--- config.mk ---
export PLATFORM = sky130hd
export DESIGN_NAME = booth_sequencer_flat
export DESIGN_NICKNAME = d
export VERILOG_FILES = /design/src/rtl/booth_if.sv /design/src/rtl/booth_sequencer.sv /design/src/flat_wrapper.sv
export SDC_FILE = /design/constraint.sdc
export NUM_CORES = 1
export LEC_CHECK = 0
export BUFFER_PORTS_ARGS = -buffer_cell sky130_fd_sc_hd__buf_2
export CAP_MARGIN = 0
export CORE_MARGIN = 2
export CORE_UTILIZATION = 54
export CTS_CLUSTER_SIZE = 14
export DETAILED_ROUTE_END_ITERATION = 12
export PLACE_DENSITY = 0.81
export REMOVE_ABC_BUFFERS = 1
export SLEW_MARGIN = 30
export SYNTH_ARGS = -nofsm -noshare
export SYNTH_HDL_FRONTEND = slang
export SYNTH_SLANG_ARGS = --single-unit
--- constraint.sdc ---
create_clock -name clk -period 3.95 [get_ports clk]
set_input_delay 0.1975 -clock clk [delete_from_list [all_inputs] [get_ports clk]]
set_output_delay 0.1975 -clock clk [all_outputs]
set_load 0.005 [all_outputs]
--- src/rtl/booth_if.sv ---
`default_nettype none
// ============================================================================
// Module      : booth_if
// Description : Operand, ALU and result bundle of the Booth sequencer.
// Revision    : 1.0
// ============================================================================
interface booth_if #(
    parameter int N = 8
);
    logic             start;
    logic [N-1:0]     multiplicand;
    logic [N-1:0]     multiplier;
    logic [N:0]       alu_a;
    logic [N:0]       alu_b;
    logic             add_en;
    logic             sub_en;
    logic [N:0]       add_out;
    logic [N:0]       sub_out;
    logic             busy;
    logic             done;
    logic [2*N-1:0]   product;

    modport slave (
        input  start, multiplicand, multiplier, add_out, sub_out,
        output alu_a, alu_b, add_en, sub_en, busy, done, product
    );

    modport master (
        output start, multiplicand, multiplier, add_out, sub_out,
        input  alu_a, alu_b, add_en, sub_en, busy, done, product
    );
endinterface
`default_nettype wire

--- src/rtl/booth_sequencer.sv ---
`default_nettype none
// ============================================================================
// Module      : booth_sequencer
// Description : Radix-2 Booth multiply controller driving external N+1 bit
//               adder/subtractor; one iteration per cycle, 2N-bit product.
// Revision    : 1.0
// ============================================================================
module booth_sequencer #(
    parameter int N = 8
) (
    input  logic   clk,
    input  logic   rst,
    booth_if.slave bus
);
    localparam int             CW         = $clog2(N + 1);
    localparam logic [CW-1:0]  c_cnt_init = CW'(N);
    localparam logic [CW-1:0]  c_cnt_one  = CW'(1);

    typedef enum logic [1:0] {
        S_IDLE = 2'd0,
        S_RUN  = 2'd1,
        S_DONE = 2'd2
    } state_t;

    state_t            state_q;
    logic [N:0]        a_q;
    logic [N:0]        mx_q;
    logic [N-1:0]      q_q;
    logic              q1_q;
    logic [CW-1:0]     cnt_q;
    logic [2*N-1:0]    product_q;
    logic              busy_q;
    logic              done_q;

    logic              w_add_en;
    logic              w_sub_en;
    logic [N:0]        w_s;
    logic [N:0]        a_d;
    logic [N-1:0]      q_d;

    // Booth pair {Q[0], q_1}: 10 subtracts M, 01 adds M, else pass A through.
    always_comb begin
        w_add_en = (state_q == S_RUN) && !q_q[0] &&  q1_q;
        w_sub_en = (state_q == S_RUN) &&  q_q[0] && !q1_q;
        w_s      = a_q;
        if (w_sub_en) begin
            w_s = bus.sub_out;
        end else if (w_add_en) begin
            w_s = bus.add_out;
        end
        a_d = {w_s[N], w_s[N:1]};
        q_d = {w_s[0], q_q[N-1:1]};
    end

    always_ff @(posedge clk or posedge rst) begin
        if (rst) begin
            state_q   <= S_IDLE;
            a_q       <= '0;
            mx_q      <= '0;
            q_q       <= '0;
            q1_q      <= 1'b0;
            cnt_q     <= '0;
            product_q <= '0;
            busy_q    <= 1'b0;
            done_q    <= 1'b0;
        end else begin
            case (state_q)
                S_IDLE: begin
                    done_q <= 1'b0;
                    if (bus.start) begin
                        a_q     <= '0;
                        mx_q    <= {bus.multiplicand[N-1], bus.multiplicand};
                        q_q     <= bus.multiplier;
                        q1_q    <= 1'b0;
                        cnt_q   <= c_cnt_init;
                        busy_q  <= 1'b1;
                        state_q <= S_RUN;
                    end
                end
                S_RUN: begin
                    a_q   <= a_d;
                    q_q   <= q_d;
                    q1_q  <= q_q[0];
                    cnt_q <= cnt_q - c_cnt_one;
                    if (cnt_q == c_cnt_one) begin
                        product_q <= {a_d[N-1:0], q_d};
                        busy_q    <= 1'b0;
                        done_q    <= 1'b1;
                        state_q   <= S_DONE;
                    end
                end
                S_DONE: begin
                    done_q  <= 1'b0;
                    state_q <= S_IDLE;
                end
                default: begin
                    busy_q  <= 1'b0;
                    done_q  <= 1'b0;
                    state_q <= S_IDLE;
                end
            endcase
        end
    end

    assign bus.alu_a   = a_q;
    assign bus.alu_b   = mx_q;
    assign bus.add_en  = w_add_en;
    assign bus.sub_en  = w_sub_en;
    assign bus.busy    = busy_q;
    assign bus.done    = done_q;
    assign bus.product = product_q;
endmodule
`default_nettype wire

--- src/flat_wrapper.sv ---
// flat-port wrapper written by rule: the top's interface ports become plain ports
module booth_sequencer_flat 
#(
    parameter int N = 8
)
  (clk, rst, bus_start, bus_multiplicand, bus_multiplier, bus_add_out, bus_sub_out, bus_alu_a, bus_alu_b, bus_add_en, bus_sub_en, bus_busy, bus_done, bus_product);
  booth_if #(.N(N)) bus_i ();
  input  logic clk;
  input  logic rst;
  input wire logic [$bits(bus_i.start)-1:0] bus_start;
  input wire logic [$bits(bus_i.multiplicand)-1:0] bus_multiplicand;
  input wire logic [$bits(bus_i.multiplier)-1:0] bus_multiplier;
  input wire logic [$bits(bus_i.add_out)-1:0] bus_add_out;
  input wire logic [$bits(bus_i.sub_out)-1:0] bus_sub_out;
  output wire logic [$bits(bus_i.alu_a)-1:0] bus_alu_a;
  output wire logic [$bits(bus_i.alu_b)-1:0] bus_alu_b;
  output wire logic [$bits(bus_i.add_en)-1:0] bus_add_en;
  output wire logic [$bits(bus_i.sub_en)-1:0] bus_sub_en;
  output wire logic [$bits(bus_i.busy)-1:0] bus_busy;
  output wire logic [$bits(bus_i.done)-1:0] bus_done;
  output wire logic [$bits(bus_i.product)-1:0] bus_product;
  assign bus_i.start = bus_start;
  assign bus_i.multiplicand = bus_multiplicand;
  assign bus_i.multiplier = bus_multiplier;
  assign bus_i.add_out = bus_add_out;
  assign bus_i.sub_out = bus_sub_out;
  assign bus_alu_a = bus_i.alu_a;
  assign bus_alu_b = bus_i.alu_b;
  assign bus_add_en = bus_i.add_en;
  assign bus_sub_en = bus_i.sub_en;
  assign bus_busy = bus_i.busy;
  assign bus_done = bus_i.done;
  assign bus_product = bus_i.product;
  booth_sequencer #(.N(N)) u_core (.clk(clk), .rst(rst), .bus(bus_i));
endmodule
== Yosys cells after proc, flatten, opt, wreduce, memory -nomap -nowiden ==
Index checks and enable logic that the tools add are counted.

* $add $sub $neg: 1
* Reduce and logical (&&, ||, !) cells: 13
* Equal/unequal tests: 5
* Bitwise logic cells: 1
* Mux-type cells: 18

{| class="wikitable"
|+ Operators with widths
! operator !! number
|-
| 9-bit 2-to-1 mux || 3
|-
| 9-bit case mux with 2 select lines || 1
|-
| 8-bit case mux with 2 select lines || 1
|-
| 8-bit 2-to-1 mux || 1
|-
| 4-bit case mux with 2 select lines || 1
|-
| 2-bit AND reduction || 4
|-
| 1-bit 2-to-1 mux || 5
|-
| 4-bit by 1-bit equality test with 1-bit output (second input constant) || 1
|-
| 1-bit logical AND || 4
|-
| 2-bit 2-to-1 mux || 2
|-
| 4-bit 2-to-1 mux || 1
|-
| 2-bit inequality test (second input constant) || 2
|-
| 2-bit case mux with 2 select lines || 1
|-
| 4-bit by 1-bit subtractor with 4-bit output (second input constant) || 1
|-
| 1-bit case mux with 3 select lines || 1
|-
| 3-bit AND reduction || 1
|-
| 2-bit by 1-bit equality test with 1-bit output (second input constant) || 1
|-
| 2-bit equality test (second input constant) || 1
|-
| 1-bit logical NOT || 2
|-
| 2-bit logical NOT || 1
|-
| 1-bit case mux with 2 select lines || 1
|-
| 2-bit nonzero test || 1
|-
| 1-bit inverter || 1
|}

* Register bits: 50
* Output and inout port bits: 38
* Bits of input ports: 37
* Logic and storage cells: 47

== Longest topological paths before layout ==
* Word-level depth: 6
* Mapped depth: 7
* Depth with buffers taken out: 6

== Least setup slack after synthesis ==
No wires, ideal clock.

* Path type: register -> register
* From: register u_core.cnt_q[1]
* To: register u_core.product_q[0] (netlist: u_core.bus.product[0])
* Period minus slack after synthesis: 1.465 ns
* Slack: 2.485 ns
* Stages on the path, launching flop included: 7
* Data arrival time: 1.340 ns
* Data required time: 3.825 ns
* Buffers on the path: 1
* Library setup time: 0.125 ns
* Cell sequence: dfrtp_1 > inv_1 > ha_1 > nor3b_4 > nand2_2 > buf_6 > mux2_2

* Longest elaborated chain between the ends: 2

{| class="wikitable"
|+ RTL lines
! what !! line !! source
|-
| start, declared || booth_sequencer.sv:30 || <nowiki>logic [CW-1:0] cnt_q;</nowiki>
|-
| start signal, assigned || booth_sequencer.sv:75 || <nowiki>cnt_q <= c_cnt_init;</nowiki>
|-
| start signal, assigned || booth_sequencer.sv:84 || <nowiki>cnt_q <= cnt_q - c_cnt_one;</nowiki>
|-
| 4-bit by 1-bit equality test with 1-bit output || booth_sequencer.sv:85 || <nowiki>if (cnt_q == c_cnt_one) begin</nowiki>
|-
| 2-bit AND reduction (no source line) || - ||
|-
| end signal, assigned || booth_sequencer.sv:86 || <nowiki>product_q <= {a_d[N-1:0], q_d};</nowiki>
|-
| end, declared || booth_sequencer.sv:31 || <nowiki>logic [2*N-1:0] product_q;</nowiki>
|}

Every way passes these cells.
A chain may end at the register's enable or synchronous reset.

== Worst setup path after layout ==
* From: register u_core.state_q[0]
* To: output bus_sub_en

* Longest elaborated chain between the ends: 3

{| class="wikitable"
|+ RTL lines
! what !! line !! source
|-
| start, declared || booth_sequencer.sv:25 || <nowiki>state_t state_q;</nowiki>
|-
| start signal, assigned || booth_sequencer.sv:57 || <nowiki>state_q <= S_IDLE;</nowiki>
|-
| start signal, assigned || booth_sequencer.sv:77 || <nowiki>state_q <= S_RUN;</nowiki>
|-
| start signal, assigned || booth_sequencer.sv:89 || <nowiki>state_q <= S_DONE;</nowiki>
|-
| 2-bit by 1-bit equality test with 1-bit output || booth_sequencer.sv:44 || <nowiki>w_sub_en = (state_q == S_RUN) && q_q[0] && !q1_q;</nowiki>
|-
| 1-bit logical AND (2 in series) || booth_sequencer.sv:44 ||
|-
| end, declared || flat_wrapper.sv:18 || <nowiki>output wire logic [$bits(bus_i.sub_en)-1:0] bus_sub_en;</nowiki>
|}

Every way passes these cells.

==> results summary <==
The total power density per cell area came out at 765 nW/um2. The number of failing hold endpoints at the final stage was 0. The post-detailed-route wirelength per cell is 14.7 um. The die is 69.9 um tall. The count of input and output buffers came out at 74.

The overall die area came out at 4890 um2. The utilization of the core after routing came out at 68.2%. Sorting the synthesized cells by area gives the leading types as sky130_fd_sc_hd__dfrtp_1 52%, sky130_fd_sc_hd__mux2_2 7.2%, sky130_fd_sc_hd__o31ai_1 4.5%. For the worst flop-to-flop path, the logic depth is 4. The number of placed cells counting well taps came out at 317. The synthesized cell area came out at 2350 um2.

Using the TritonRoute via totals, the vias-per-cell ratio works out to 5.54. The maximum clock frequency came out at 0.474 GHz. The sequential fraction of the synthesis area is 52.2%. The final critical-path share of the clock period came out at 53.5%. The data arrival at the endpoint of the critical path came out at 1.91 ns. Entering global routing, the biggest net connects 50 pins. The final RePlAce weighted congestion came out at 0.733. The antenna diode count came out at 0. The dominant register cell in the synthesized netlist is sky130_fd_sc_hd__dfrtp_1. In the final layout, flip-flops and latches occupy 1230 um2. The final layout contains routed wiring with a total length of 4760 um.

Grouping stages by cell kind, the critical path spends the most delay in flip-flops. The area share of the largest cell type after synthesis came out at 52.2%. Setup repair after global routing left no endpoint under its margin. The data required time at the worst endpoint came out at 3.75 ns. The tree is rooted in a sky130_fd_sc_hd__clkbuf_8.

The share of final-layout standard cells stronger than drive strength 1 came out at 41.8%. The aggregate global-route resource usage is 20.8%. Clock tree synthesis inserted a total of 5 buffers. The clock network latency to the later pin of the worst-skew pair came out at 0.29 ns. Max-cap violations in this run came to 0. The final clock skew came out at 0.00657 ns. The net count of the finished layout is 314.

The slowest stage of the critical path belongs to the cell sky130_fd_sc_hd__dfrtp_1. Counting flops with a built-in enable in the synthesized netlist gives 0. The H-tree was split into 2 levels. The total congestion overflow is 0. The count of TritonRoute iterations in the first routing pass is 4.

The number of buffers and inverters on the critical path is 3. The kind of end point of the critical path is an output port. After legalization and detailed placement, the total HPWL measured 3340 um. Setup violations remaining at the end of the flow were counted as 0. STA classifies the critical path startpoint as a flop. The maximum fanout along the worst path is 21. The first global-routing pass estimated 8160 um of wire. For this design the static power due to leakage is 0.00138 uW. The worst slew slack as a fraction of its limit is 48.8%. Dividing the synthesized area by the synthesized cell count gives 11.5 um2. The count of boundary I/O pins is 75. The total count of max-transition violations in the final report came to 0. The number of buffers on the longest clock path is 2.

The depth of the worst hold-timing path is 2. The CTS tree is built. The worst ir drop on vdd is 0.000453 V.

The number of global-route vias before repair was 1771. The remaining routing DRC violations is 0. The number of unique standard cell types used by synthesis is 36. The critical path depth is 5.

The worst-margin pin slew is 0.767 ns. After clock tree synthesis, the clock-pin slew on the worst setup and hold paths is 0.08 ns. Yosys instantiated no cell more often than sky130_fd_sc_hd__dfrtp_1.

Ranked by instance count, the synthesized netlist is headed by 49 x sky130_fd_sc_hd__dfrtp_1, 22 x sky130_fd_sc_hd__nand2_1, 15 x sky130_fd_sc_hd__mux2_2. The number of warnings printed during yosys synthesis is 0. The final non-filler cell total is 325.

The largest incremental delay on the critical path is 0.69 ns. The number of standard cells after synthesis came out at 205. The starting density of the core came out at 57.5%.

The worst hold path belongs to the class input pin to flop. The number of register bits inferred by synthesis is 49. The initial DRC count came out at 143.

The number of nets with antenna violations after routing came out at 0. The sink count of the clock tree came out at 49. The number of cell rows is 23.

The area of the core came out at 4090 um2. The largest total area in the synthesized netlist belongs to sky130_fd_sc_hd__dfrtp_1. The fill cell instance count of the final layout came out at 332. Summing all multi-input logic gate instances after layout gives 990 um2. The width of the chip is 69.9 um. The flow ran to the end, and the final reports show no timing, DRC or antenna violations. The total via count in the routed design is 1799. The area overhead of the layout relative to synthesis is 18.6%. The initial antenna violation count came out at 0.

The type of the worst setup path is flop to output port. The setup TNS is 0 ns. The proportion of synthesized flip-flops having asynchronous set or reset is 100%. The time the worst path needs with I/O delays and setup is 2.11 ns. Traced cell by cell, the critical path runs through nor2b_1 -> buf_4 -> nand3b_4 -> clkinv_2 -> buf_2.
where the power goes:
part / internal (uW) / switching, uW / total [uW]
Clock: 139 / 150 / 289
Combinational: 467 / 444 / 911
Sequential: 740 / 191 / 931
repair_timing:
item                      4_1_cts  5_1_grt
hold endpoints to repair       49        0
resized for setup               0        0
hold buffers                    1        0
setup buffers                   0        0
state kept, by name, summed over array words and instances (netlist names):
register	cells
u_core.bus.alu_a	8
u_core.bus.alu_b	8
u_core.bus.busy	1
u_core.bus.done	1
u_core.bus.product	16
u_core.cnt_q	4
u_core.q1_q	1
u_core.q_q	8
u_core.state_q	2
layout by cell type (no fill, tap or decap):
cell type,instances
sky130_fd_sc_hd__a22o_1,3
sky130_fd_sc_hd__buf_2,74
sky130_fd_sc_hd__nor3_1,1
sky130_fd_sc_hd__nand3b_1,2
sky130_fd_sc_hd__dlygate4sd3_1,1
sky130_fd_sc_hd__and4bb_4,1
sky130_fd_sc_hd__clkbuf_1,1
sky130_fd_sc_hd__dfrtp_1,49
sky130_fd_sc_hd__nand2_1,22
sky130_fd_sc_hd__o32ai_1,1
sky130_fd_sc_hd__and4bb_2,2
sky130_fd_sc_hd__nor2b_2,3
sky130_fd_sc_hd__a21oi_1,7
sky130_fd_sc_hd__clkbuf_8,6
sky130_fd_sc_hd__o21bai_1,3
sky130_fd_sc_hd__a211oi_2,7
sky130_fd_sc_hd__a211oi_1,1
sky130_fd_sc_hd__o21bai_2,1
sky130_fd_sc_hd__o31ai_1,14
sky130_fd_sc_hd__nor2_1,12
sky130_fd_sc_hd__inv_4,1
sky130_fd_sc_hd__buf_4,1
sky130_fd_sc_hd__a22oi_1,2
sky130_fd_sc_hd__mux2_2,15
sky130_fd_sc_hd__nand2b_1,1
sky130_fd_sc_hd__clkinv_2,1
sky130_fd_sc_hd__and2b_1,1
sky130_fd_sc_hd__nand3b_4,1
sky130_fd_sc_hd__inv_1,6
sky130_fd_sc_hd__nor3b_4,1
sky130_fd_sc_hd__and3b_1,6
sky130_fd_sc_hd__ha_1,2
sky130_fd_sc_hd__nor2b_1,9
sky130_fd_sc_hd__a32o_1,2
sky130_fd_sc_hd__o21ai_0,11
sky130_fd_sc_hd__nand2_2,1
sky130_fd_sc_hd__a31oi_1,3
worst paths after layout:
check	from	slack, ns	to
hold / removal	bus_multiplicand[6]	0.13	u_core.bus.alu_b[6]
setup / recovery	u_core.state_q[0]	1.84	bus_sub_en
min in group asynchronous	rst	0.52	u_core.q_q[1]
hold reg to reg	u_core.bus.product[11]	0.49	u_core.bus.product[11]
setup reg to reg	u_core.state_q[0]	2.03	u_core.bus.alu_a[6]
max in group asynchronous	rst	3.04	u_core.bus.alu_b[7]
per-stage QoR:
step                power, uW  area [um2]  hold slack [ns]  worst slack, ns
floorplan                1500        2250            0.335             1.95
global placement         1820        2690            0.430             2.11
detailed placement       1850        2690            0.313             2.07
CTS                      2150        2790            0.118             1.83
global route             2310        2790            0.122             1.71
finish                   2130        2790            0.128             1.84
metal layers:
layer	routed length (um)	global-route usage [%]	vias to the layer above
li1	-	-	869
met1	2210	28.0	878
met2	2290	34.0	50
met3	237	5.05	2
met4	26	5.13	0
met5	0	0	-
final cells by class:
type                            instances  share of cell area (%)
Clock buffer                            7                    3.10
Inverter                                8                    1.21
Multi-Input combinational cell        135                    35.5
Sequential cell                        49                    44.0
Tap cell                               50                    2.25
Timing Repair Buffer                   76                    13.9
logic make-up after synthesis:
family          after synthesis  synth area share [%]
simple gates                 63                  16.3
compound gates               55                  17.6
flops                        49                  52.2
buf+inv                      21                  5.65
mux                          15                  7.19
fa+ha+maj                     2                  1.07
worst reg2reg max path, delay by kind of cell, from the launching register on:
| family | cells | cell delay, ns |
|---|---|---|
| compound gates | 2 | 0.42 |
| flops | 1 | 0.69 |
| simple gates | 2 | 0.71 |
(Power assumes the default switching activity.)
